===== config.mk =====
export PLATFORM = sky130hd
export DESIGN_NAME = comparador_serie
export DESIGN_NICKNAME = d
export VERILOG_FILES = /design/src/rtl/comparador_serie.sv
export SDC_FILE = /design/constraint.sdc
export NUM_CORES = 1
export LEC_CHECK = 0
export CAP_MARGIN = 10
export CORE_MARGIN = 2
export CORE_UTILIZATION = 50
export DETAILED_ROUTE_END_ITERATION = 6
export PLACE_DENSITY = 0.88
export SYNTH_ARGS = -nofsm -noshare
export SYNTH_HDL_FRONTEND = slang
export SYNTH_SLANG_ARGS = --single-unit

===== constraint.sdc =====
create_clock -name clk -period 2.1 [get_ports clk]
set_input_delay 0.42 -clock clk [delete_from_list [all_inputs] [get_ports clk]]
set_output_delay 0.42 -clock clk [all_outputs]
set_load 0.01 [all_outputs]

===== src/rtl/comparador_serie.sv =====
// Bit-serial unsigned magnitude comparator: walks the operands MSB-first through a
// 1-bit compare stage and stops at the first differing bit pair.
module comparador_serie #(
  parameter int N = 8
) (
  input  logic         clk,
  input  logic         reset,
  input  logic         start,
  input  logic [N-1:0] a,
  input  logic [N-1:0] b,
  output logic         mayor,
  output logic         igual,
  output logic         menor,
  output logic         busy,
  output logic         done
);

  localparam int CW = (N > 1) ? $clog2(N) : 1;
  localparam logic [CW-1:0] LAST = CW'(N - 1);

  localparam logic [1:0] IDLE = 2'd0;
  localparam logic [1:0] COMP = 2'd1;
  localparam logic [1:0] DONE = 2'd2;

  logic [1:0]    state;
  logic [N-1:0]  sa;
  logic [N-1:0]  sb;
  logic [CW-1:0] cnt;

  // Current MSB pair feeding the 1-bit compare stage.
  logic x;
  logic y;
  assign x = sa[N-1];
  assign y = sb[N-1];

  // NOTE: every register here uses <= so all updates see pre-edge values.
  always_ff @(posedge clk) begin
    if (reset) begin
      state <= IDLE;
      sa    <= '0;
      sb    <= '0;
      cnt   <= '0;
      mayor <= 1'b0;
      igual <= 1'b0;
      menor <= 1'b0;
      busy  <= 1'b0;
      done  <= 1'b0;
    end else begin
      case (state)
        IDLE, DONE: begin
          if (start) begin
            sa    <= a;
            sb    <= b;
            cnt   <= '0;
            mayor <= 1'b0;
            igual <= 1'b0;
            menor <= 1'b0;
            busy  <= 1'b1;
            done  <= 1'b0;
            state <= COMP;
          end else begin
            // Results deliberately left untouched so they persist while idle.
            busy  <= 1'b0;
            done  <= 1'b0;
            state <= IDLE;
          end
        end

        COMP: begin
          if (x && !y) begin
            mayor <= 1'b1;
            busy  <= 1'b0;
            done  <= 1'b1;
            state <= DONE;
          end else if (!x && y) begin
            menor <= 1'b1;
            busy  <= 1'b0;
            done  <= 1'b1;
            state <= DONE;
          end else if (cnt == LAST) begin
            igual <= 1'b1;
            busy  <= 1'b0;
            done  <= 1'b1;
            state <= DONE;
          end else begin
            sa  <= {sa[N-2:0], 1'b0};
            sb  <= {sb[N-2:0], 1'b0};
            cnt <= cnt + 1'b1;
          end
        end

        // NOTE: unreachable encoding recovers to IDLE instead of locking up.
        default: begin
          busy  <= 1'b0;
          done  <= 1'b0;
          state <= IDLE;
        end
      endcase
    end
  end

endmodule

==> flow_results.org <==
** Route
- Using the TritonRoute via totals, the vias-per-cell ratio works out to 5.97.
- Detailed-router iteration count before antenna repair :: 4
- Iteration-0 DRC count of the detailed router :: 7
- Wire length after detailed routing :: about 2700 um
- Residual DRC :: 0
- Vias after detailed routing :: a little over 1,000
- Routed wire per std cell :: 15.3 um
- Count of antenna-violating nets left after detailed routing :: 0

** Critical path
- At the worst endpoint, the required time is 2.29 ns.
- In this run the worst path has a maximum fanout of 16.
- Classification of the worst setup path :: reg -> reg
- Walking the worst path, the cells encountered are inv_1 > ha_1 > or4b_4 > o21ai_4 > a211oi_1.
- STA puts the critical path data arrival time at ~2.1 ns.
- Worst path bufs/invs :: 1
- In this design, the largest share of critical-path delay is due to simple AND/OR/NAND/NOR gates.
- Setup crit start :: sb[7]$_SDFFE_PP0P_
- STA classifies the critical path endpoint as a flop.
- For this run, the slowest stage of the critical path takes roughly 0.6 ns.
- The worst setup path is launched from a flop.
- The startpoint identified for the worst register-to-register timing path is sb[7]$_SDFFE_PP0P_.
- The largest individual stage delay along the critical path comes from the cell or4b_4.

** Cells and area
- After filler insertion, the fill cell instance count of the layout stands at 198.
- Inserted Diodes :: 0
- Final instance area :: 1510 um2
- The area growth from synthesis to layout is 21.1%.
- In the final design database the tool counted approximately 170 nets.
- Share of cells above drive strength 1 :: 6.99%

** STA
- Total negative slack for setup checks :: 0 ns
- Unrepaired setup endpoints after global routing :: false
- Peak clock frequency supported by timing :: roughly 500 MHz
- Setup violations remaining at the end of the flow were counted as 0.
- The hold violation total from the final report is 0.
- Slew of the pin with the lowest slew margin :: 0.453 ns
- Total count of max-transition violations in the final report :: 0
- Post-layout minimum cycle time :: 1.95 ns
- After layout, the worst path uses between 90 and 100% of the clock period.
- Worst clock skew :: 0.00449 ns
- Slew margin rel. :: approximately 70%

** Global route
- The first global-routing pass estimated around 4400 um of wire.
- Across every metal layer, demand over resource in global routing totals approximately a fifth.
- The initial antenna violation count was 0.
- The number of global-route vias before repair is ~1,000.
- Entering global routing, the biggest net connects 29 pins.
- Aggregate global routing overflow :: 0

** Synth
- Mean area per synthesized cell :: 10.0 um2
- In this run, synthesis inferred 0 flip-flops with an integrated enable.
- Combinational family with the most area after synthesis :: compound AO/OA/AOI/OAI gates
- Of the total synthesized cell area, the portion taken by full adders, half adders and majority gates is roughly 4.0%.
- Cell area after synthesis :: roughly 1200 um2
- Flip-flop and latch count after synthesis :: 26
- Number of distinct library cell variants in the gate-level netlist after synthesis :: 25
- Cells after synthesis :: 124
- The number of nets handed over by synthesis was around 150.
- Cells taking the most area after synthesis :: dfxtp_1, a211oi_1, mux2i_1, ha_1, a21oi_1
- For this run, the register share of the synthesized area comes to roughly two fifths.
- Async set-or-reset flop fraction in the synthesized netlist :: 0%
- Prevailing post-synth register cell :: dfxtp_1
- a211oi_1 is the most common cell in the netlist.
- Simple-gate share of the synthesized area :: 11.7%
- Synth warn :: 0
- Counting instances in the post-synthesis netlist gives the leading cell types as a211oi_1, dfxtp_1, mux2i_1, a21oi_1, inv_1.
- Area share of xor/xnor cells in the synthesized design :: 0%
- In the synthesized netlist, mux cells make up a little under an eighth of the area.
- Of the post-synthesis cell area, the dominant cell type holds between 40% and 50%.
- Library cell occupying the most area in the post-synthesis netlist :: dfxtp_1
- Summing the areas of all compound-gate instances in the mapped netlist gives 25.0% of the synthesized area.

** Power
- In this run the static leakage power is 0.583 nW.
- Of the total power, registers draw 54.2%.
- Proportion of power drawn by the clock network :: approximately 20%
- Net switching is 29.7% of the power.
- Maximum vdd ir drop :: slightly below 0.0006 V
- Combinational fraction of design power :: 26.1%
- Areal power density over the cells :: 710 nW/um2
- P_sw :: between 0.0003 and 0.0004 W
- Internal power comes to between 0.0007 and 0.0008 W.

** Clock network
- Number of buffers created by CTS :: 3
- Counting along the longest clock path gives a buffer depth of 2.
- The tree built by TritonCTS fans out to 26 sinks.
- Hold-fix buffer count after cts :: 0
- Root buffer cell :: clkbuf_4
- Clock-pin slew was measured on the worst setup and hold paths at around 0.14 ns.
- Gates resized during post-CTS repair numbered 0.
- Number of post-CTS setup repair buffers :: 0
- CTS tree :: built
- Clk_lat worst skew :: 0.32 ns
- In this run the number of H-tree levels came out at 1.

** Worst hold path
- Hold_sp :: done$_SDFFE_PP0P_
- Worst Hold Class :: reg -> reg

** Floorplan
- In this run the horizontal extent of the chip is 53.9 um.
- The floorplan step defined a core boundary enclosing ~2400 um2.
- Vertical die dimension :: 53.9 um
- Die Area :: 2900 um2
- Starting utilization of the core area :: between 50% and 60%
- Number of placement rows :: 18
- 24 I/O pins were placed.

** Outcome
- Result of the run :: finished clean

** Place
- Area of placed instances :: 1480 um2
- Summed over all nets, the half-perimeter wirelength after detailed placement is about 1900 um.
- Buffers placed on the I/O ports in this run total 23.
- Weighted congestion reported at the end of routability-driven placement :: between 0.7 and 0.8

** Job
- The tool flagged a number of max-cap violations equal to 0.
-- through the flow --
step	std cells	power [W]	setup WS (ns)	hold slack (ns)	util (%)
3_5_place_dp	170	0.000868	0.178	0.459	61.5
5_1_grt	173	0.00113	0.0618	0.494	62.5
3_3_place_gp	170	0.000853	0.251	0.449	61.5
4_1_cts	173	0.00108	0.157	0.479	62.5
6_report	173	0.00107	0.150	0.476	62.5
2_1_floorplan	124	0.000783	0.383	0.442	-
-- worst reg2reg max path: stages, from the launching register on --
cell,delay (ns)
dfxtp_1,0.38
inv_1,0.05
ha_1,0.26
or4b_4,0.59
o21ai_4,0.40
a211oi_1,0.14
-- worst paths after layout --
path | cells past startpoint | to | slack, ns
min reg2reg | 2 | done$_SDFFE_PP0P_ | 0.48
min | 2 | done$_SDFFE_PP0P_ | 0.48
max | 5 | sa[5]$_SDFFE_PP0P_ | 0.15
max reg2reg | 5 | sa[5]$_SDFFE_PP0P_ | 0.15
-- power by group through the flow --
stage | combinational (W) | clock (W) | sequential, W
6_report | 0.000279 | 0.000211 | 0.000579
5_1_grt | 0.000308 | 0.000237 | 0.000584
4_1_cts | 0.000280 | 0.000220 | 0.000579
3_5_place_dp | 0.000279 | 0 | 0.000589
3_3_place_gp | 0.000268 | 0 | 0.000585
2_1_floorplan | 0.000204 | 0 | 0.000580
-- cells by family after synthesis --
group                    count (synthesis)
buffers and inverters                   16
AO/OA/AOI/OAI                           43
flip-flops                              26
multiplexers                            14
AND/OR/NAND/NOR                         21
adder cells (fa/ha/maj)                  4
-- area by class of cell --
type                    instances  area (um2)  area share (%)
inverters                       5        18.8            1.25
clock buffers                   3        22.5            1.50
well taps                      30        37.5            2.49
flip-flops and latches         26         520            34.6
repair buffers                 27         260            17.3
multi-input cells              82         646            42.9
-- metal layers --
layer	vias up	share of wire, %	track usage [%]
met2	25	53	39.8
met1	499	43	23.2
met4	0	0	2.99
met3	0	4.4	5.83
li1	508	-	-
met5	-	0	0
-- flip-flops by register name, indices dropped and copies added (netlist names) --
name	count
busy	1
done	1
igual	1
sb	8
mayor	1
sa	8
cnt	3
menor	1
state	2
-- placed cells by master, fill, tap and decap left out --
cell type,Yosys,routed
a211oi_1,29,29
dfxtp_1,26,26
clkdlybuf4s50_1,0,23
mux2i_1,14,14
a21oi_1,6,6
inv_1,5,5
nor3_1,4,4
nand2b_1,4,4
ha_1,4,4
buf_4,1,4
nor2b_1,3,3
nand3_1,3,3
o211ai_1,3,3
clkbuf_4,0,3
nor2_1,2,2
nand3b_1,2,2
o21ai_1,2,2
or4b_4,1,1
o21ai_4,1,1
nor4b_4,1,1
or3_1,1,1
a22oi_1,1,1
a31oi_1,1,1
Note: power is estimated with default switching activity, not from simulation.
==> edit 1: new RTL, same flow settings <==
`N`: 8 -> 4.
--- a/src/rtl/comparador_serie.sv
+++ b/src/rtl/comparador_serie.sv
@@ -1,7 +1,7 @@
 // Bit-serial unsigned magnitude comparator: walks the operands MSB-first through a
 // 1-bit compare stage and stops at the first differing bit pair.
 module comparador_serie #(
-  parameter int N = 8
+  parameter int N = 4
 ) (
   input  logic         clk,
   input  logic         reset,
Interface: changed (resized a and b); port bits go from 24 to 16. The function was not compared with the original's and may differ.
==> edit 1 against the original RTL <==
Worst hold slack worse by 0.012 ns; first-iteration DRC count rose by 71%; sequential cell count fell by 10; power decreased by 32%; design area is 36% lower; wire length decreased by 41%; largest power group unchanged; synthesized area down 39%; setup slack improved by 0.082 ns.
==> edit 1: results (changes against the original RTL) <==
----------------------------------------------------
[Global routing]
  First-pass GRT wire length ... 2640 µm (was 4400 µm)
  Pin count of the biggest net entering global routing ... 17 (was 29)
  Via count of the first global-routing pass ... 618 (was 1015)
  Total routing resource utilization after global routing ... 19.1% (was 20.9%)
  Number of antenna violations at the first check in global routing ... 0 (unchanged)

[Clock network]
  Clock-pin slew of the registers on the worst-case setup and hold paths ... 0.10 ns (was 0.14 ns)
  Insertion delay to the later sink of the worst-skew pair ... 0.29 ns (was 0.32 ns)
  CTS Buffer Depth ... 2 (unchanged)

[Synthesis]
  Number of synthesis warnings ... 0 (unchanged)
  Number of nets in the synthesized netlist ... 96 (was 147)
  Cell types with the highest counts after synthesis ... sky130_fd_sc_hd__dfxtp_1, sky130_fd_sc_hd__a211oi_1, sky130_fd_sc_hd__a21oi_1 (was sky130_fd_sc_hd__a211oi_1, sky130_fd_sc_hd__dfxtp_1, sky130_fd_sc_hd__mux2i_1)
  Fraction of the yosys area taken by sequential cells ... 42.0% (was 41.9%)
  Top cells by area, synth ... sky130_fd_sc_hd__dfxtp_1, sky130_fd_sc_hd__a211oi_1, sky130_fd_sc_hd__mux2i_1 (unchanged)
  Distinct cell type count of the synthesized netlist ... 22 (was 25)

[Critical path]
  CP Data Arrival Time ... 2.09 ns (was 2.14 ns)
  Maximum single-stage delay on the critical path ... 0.64 ns (was 0.59 ns)
  Logic depth of the worst register-to-register path ... 5 (unchanged)
  Critical-path cell with the highest stage delay ... sky130_fd_sc_hd__or4b_1 (was sky130_fd_sc_hd__or4b_4)
  RR Endpoint ... cnt[0] (was sa[5])
  Critical register-to-register path startpoint ... sa[3] (was sb[7])
  R2R Setup Slk ... 0.23 ns (was 0.15 ns)
  Maximum fanout along the worst path ... 6 (was 16)

[Power and ir drop]
  Leakage power ... 0.000374 µW (was 0.000583 µW)
  Max IR drop VDD ... 0.495 mV (was 0.595 mV)
  Switching pwr ... 205 µW (was 318 µW)

[Placed design]
  Total of buffers placed on input and output ports ... 15 (was 23)
  Sum of net half-perimeters after detailed placement ... 1120 µm (was 1870 µm)
  Global placer's final weighted congestion ... 0.757 (was 0.721)
  Post-detailed-placement cell area ... 923 µm² (was 1480 µm²)
  DP Worst Slack ... 0.134 ns (was 0.178 ns)

[Detailed routing]
  Total vias in the final route ... 651 (was 1032)
  Total detailed-routing wirelength ... 1570 µm (was 2650 µm)
  Initial DRC Count ... 12 (was 7)

[STA]
  Worst max-slew margin expressed relative to the limit ... 61.7% (was 69.7%)
  Clock skew ... 0.000791 ns (was 0.00449 ns)

[Cells and area]
  Proportion of layout cells with a drive suffix above 1 ... 8.33% (was 6.99%)
  Net count, final ... 112 (was 168)
  Top flop regs ... sa: 4 flops, sb: 4 flops, cnt: 2 flops (was sa: 8 flops, sb: 8 flops, cnt: 3 flops)

[Outcome]
  Result of the run ... complete, no violations (unchanged)

----------------------------------------------------
[edit 1: cell types whose count changed after synthesis, moves of 2 or more]
| cell | before | now |
|---|---|---|
| sky130_fd_sc_hd__a211oi_1 | 29 | 13 |
| sky130_fd_sc_hd__and2b_1 | 0 | 2 |
| sky130_fd_sc_hd__buf_2 | 4 | 1 |
| sky130_fd_sc_hd__dfxtp_1 | 26 | 16 |
| sky130_fd_sc_hd__mux2i_1 | 14 | 6 |
| sky130_fd_sc_hd__nand2_1 | 0 | 2 |
| sky130_fd_sc_hd__nand3_1 | 3 | 0 |
| sky130_fd_sc_hd__nand3b_1 | 2 | 0 |
[edit 1: logic make-up after synthesis]
family | share of synthesized area (%)
AOI/OAI and AO/OA | 23.5
adders and majority gates | 6.57
buffers and inverters | 5.58
DFF | 42.0
muxes | 7.88
and+or+nand+nor | 14.4
[edit 1: layout make-up]
type / count / area, µm²
inverters: 5 / 18.8
well taps: 16 / 20.0
fillers: 124 / 508
multi-input cells: 54 / 403
repair buffers: 17 / 165
clock buffers: 4 / 36.3
flip-flops and latches: 16 / 320
[edit 1: routing by layer]
layer,track usage (%),wire [µm]
met3,2.98,82
met2,31.8,698
met1,23.8,754
met4,9.09,31
met5,0,0
[edit 1: power groups by stage]
stage	registers (µW)	clock network, µW	logic (µW)
floorplan	354	0	107
global placement	355	0	157
detailed placement	357	0	161
CTS	350	214	162
global route	355	223	181
finish	351	209	163
[edit 1: repair_timing]
action | CTS | global route
hold buffers | 0 | 0
resized for setup | 0 | 1
endpoints found under the setup margin | 0 | 2
setup buffers | 0 | 0
[edit 1: critical path: cells and delay by family, from the launching register on]
kind	cells	cell delay, ns
adder cells (fa/ha/maj)	1	0.23
AO/OA/AOI/OAI	1	0.12
buffers and inverters	1	0.06
AND/OR/NAND/NOR	2	1.00
flip-flops	1	0.39
[edit 1: how the worst max path moves through the flow]
stage	start	to	slack, ns	cells after the start
floorplan	sa[3]	sa[1]	0.34	6
global placement	sa[3]	sa[1]	0.21	5
detailed placement	sa[3]	sa[3]	0.13	5
CTS	sa[3]	sa[3]	0.12	5
global route	sa[3]	cnt[0]	0.12	5
finish	sa[3]	cnt[0]	0.23	5
[edit 1: stage by stage]
stage / hold WS (ns) / cells
detailed placement: 0.447 / 108
finish: 0.464 / 112
floorplan: 0.464 / 81
global route: 0.499 / 112
global placement: 0.448 / 108
CTS: 0.466 / 112
==> edit 2: new RTL, same settings <==
Without the edit above. Reset style: asynchronous (`reset`), changed in one clocked block.
--- a/src/rtl/comparador_serie.sv
+++ b/src/rtl/comparador_serie.sv
@@ -34,7 +34,7 @@
   assign y = sb[N-1];
 
   // NOTE: every register here uses <= so all updates see pre-edge values.
-  always_ff @(posedge clk) begin
+  always_ff @(posedge clk or posedge reset) begin
     if (reset) begin
       state <= IDLE;
       sa    <= '0;
Function: differs if reset is asserted again (counterexample within 4 cycles, from zero or initial values and one cycle with reset high); with reset held inactive, the same outputs for 10 cycles.
==> edit 2 against the original RTL <==
Critical path type unchanged; synthesized area is 9.8% lower; setup slack improved by 0.0010 ns; wire length decreased by 17%; design area decreased by 4.8%; sequential cell count down 2; via count fell by 19%.
Power is not compared: it rests on default switching activity, and its combinational part moved more than twofold at a synthesized area within 25%.
==> edit 2: results (changes against the original RTL) <==
----------------------------------------------------
[Synthesis]
  Number of nets in the synthesized netlist ... 116 (was 147)
  Most common flop cell mapped by yosys ... sky130_fd_sc_hd__dfrtp_1 (was sky130_fd_sc_hd__dfxtp_1)
  Fraction of the yosys area taken by sequential cells ... 53.6% (was 41.9%)
  Distinct cell type count of the synthesized netlist ... 22 (was 25)
  Fraction of registers with async set or reset after synthesis ... 100% (was 0%)
  Top cells by area, synth ... sky130_fd_sc_hd__dfrtp_1, sky130_fd_sc_hd__o221a_2, sky130_fd_sc_hd__nand2b_1 (was sky130_fd_sc_hd__dfxtp_1, sky130_fd_sc_hd__a211oi_1, sky130_fd_sc_hd__mux2i_1)
  Mean instance size in the synthesized netlist ... 12.1 µm² (was 10.0 µm²)

[Critical path]
  CP Data Arrival Time ... 2.21 ns (was 2.14 ns)
  Logic depth of the worst register-to-register path ... 4 (was 5)
  Delay-heaviest family, CP ... compound AO/OA/AOI/OAI gates (was simple AND/OR/NAND/NOR gates)
  Maximum fanout along the worst path ... 15 (was 16)

[Cells and area]
  Proportion of layout cells with a drive suffix above 1 ... 22.3% (was 6.99%)
  Post-Layout Cell Count ... 149 (was 173)

[Detailed routing]
  Average detailed-routed wire length per instance ... 14.8 µm (was 15.3 µm)
  Wire length on met3 ... 91 µm (was 117 µm)
  Routed met2 length ... 1110 µm (was 1400 µm)
  Uppermost layer routed ... met4 (was met3)
  Length of routed wiring on met1 ... 980 µm (was 1140 µm)
  Initial DRC Count ... 19 (was 7)
  Via density per instance ... 5.64 (was 5.97)

[STA]
  Transition at the pin with the smallest max-transition slack ... 0.445 ns (was 0.453 ns)
  Final hold slack ... 0.431 ns (was 0.476 ns)

[Outcome]
  Result of the run ... complete, no violations (unchanged)

[Global routing]
  Pin count of the biggest net entering global routing ... 25 (was 29)
  Via count of the first global-routing pass ... 741 (was 1015)
  Total routing resource utilization after global routing ... 18.2% (was 20.9%)
  First-pass GRT wire length ... 3480 µm (was 4400 µm)
  Fraction of met1 tracks used by global routing ... 24.9% (was 23.2%)

[Placed design]
  Sum of net half-perimeters after detailed placement ... 1580 µm (was 1870 µm)

[Min path]
  Path type of the worst min-delay path ... input port to asynchronous set/reset pin (was flip-flop to flip-flop)

----------------------------------------------------
edit 2: cell count changes after synthesis, moves of 4 or more:
cell / unedited run / this run
sky130_fd_sc_hd__a211oi_1: 29 / 0
sky130_fd_sc_hd__a21oi_1: 6 / 2
sky130_fd_sc_hd__dfrtp_1: 0 / 24
sky130_fd_sc_hd__dfxtp_1: 26 / 0
sky130_fd_sc_hd__mux2i_1: 14 / 1
sky130_fd_sc_hd__nand2_1: 0 / 8
sky130_fd_sc_hd__nand2b_1: 4 / 15
sky130_fd_sc_hd__nor3_1: 4 / 0
sky130_fd_sc_hd__o221a_2: 0 / 14
edit 2: logic make-up after synthesis:
family	after synthesis	share of synthesized area (%)
muxes	1	0.893
buffers and inverters	8	3.46
and+or+nand+nor	30	15.8
DFF	24	53.6
adders and majority gates	4	4.46
AOI/OAI and AO/OA	26	21.8
edit 2: worst max-delay path by stage:
| stage | from | endpoint | cells after the start |
|---|---|---|---|
| finish | sa[7] | sb[4] | 4 |
| global route | sb[7] | sb[2] | 5 |
| CTS | sa[7] | sb[4] | 4 |
| detailed placement | sa[7] | sb[4] | 4 |
| global placement | sa[7] | sb[3] | 4 |
| floorplan | sa[7] | sa[1] | 5 |
edit 2: where the power goes:
| part | switching [µW] | total, µW | internal, µW |
|---|---|---|---|
| Sequential | 139 | 807 | 668 |
| Combinational | 383 | 830 | 447 |
| Clock | 141 | 246 | 106 |
| Total | 662 | 1880 | 1220 |
edit 2: final cells by class:
class | instances | area, µm²
Inverter | 5 | 18.8
Fill cell | 180 | 737
Multi-Input combinational cell | 61 | 482
Sequential cell | 24 | 601
Tap cell | 28 | 35.0
Clock buffer | 4 | 36.3
Timing Repair Buffer | 27 | 260
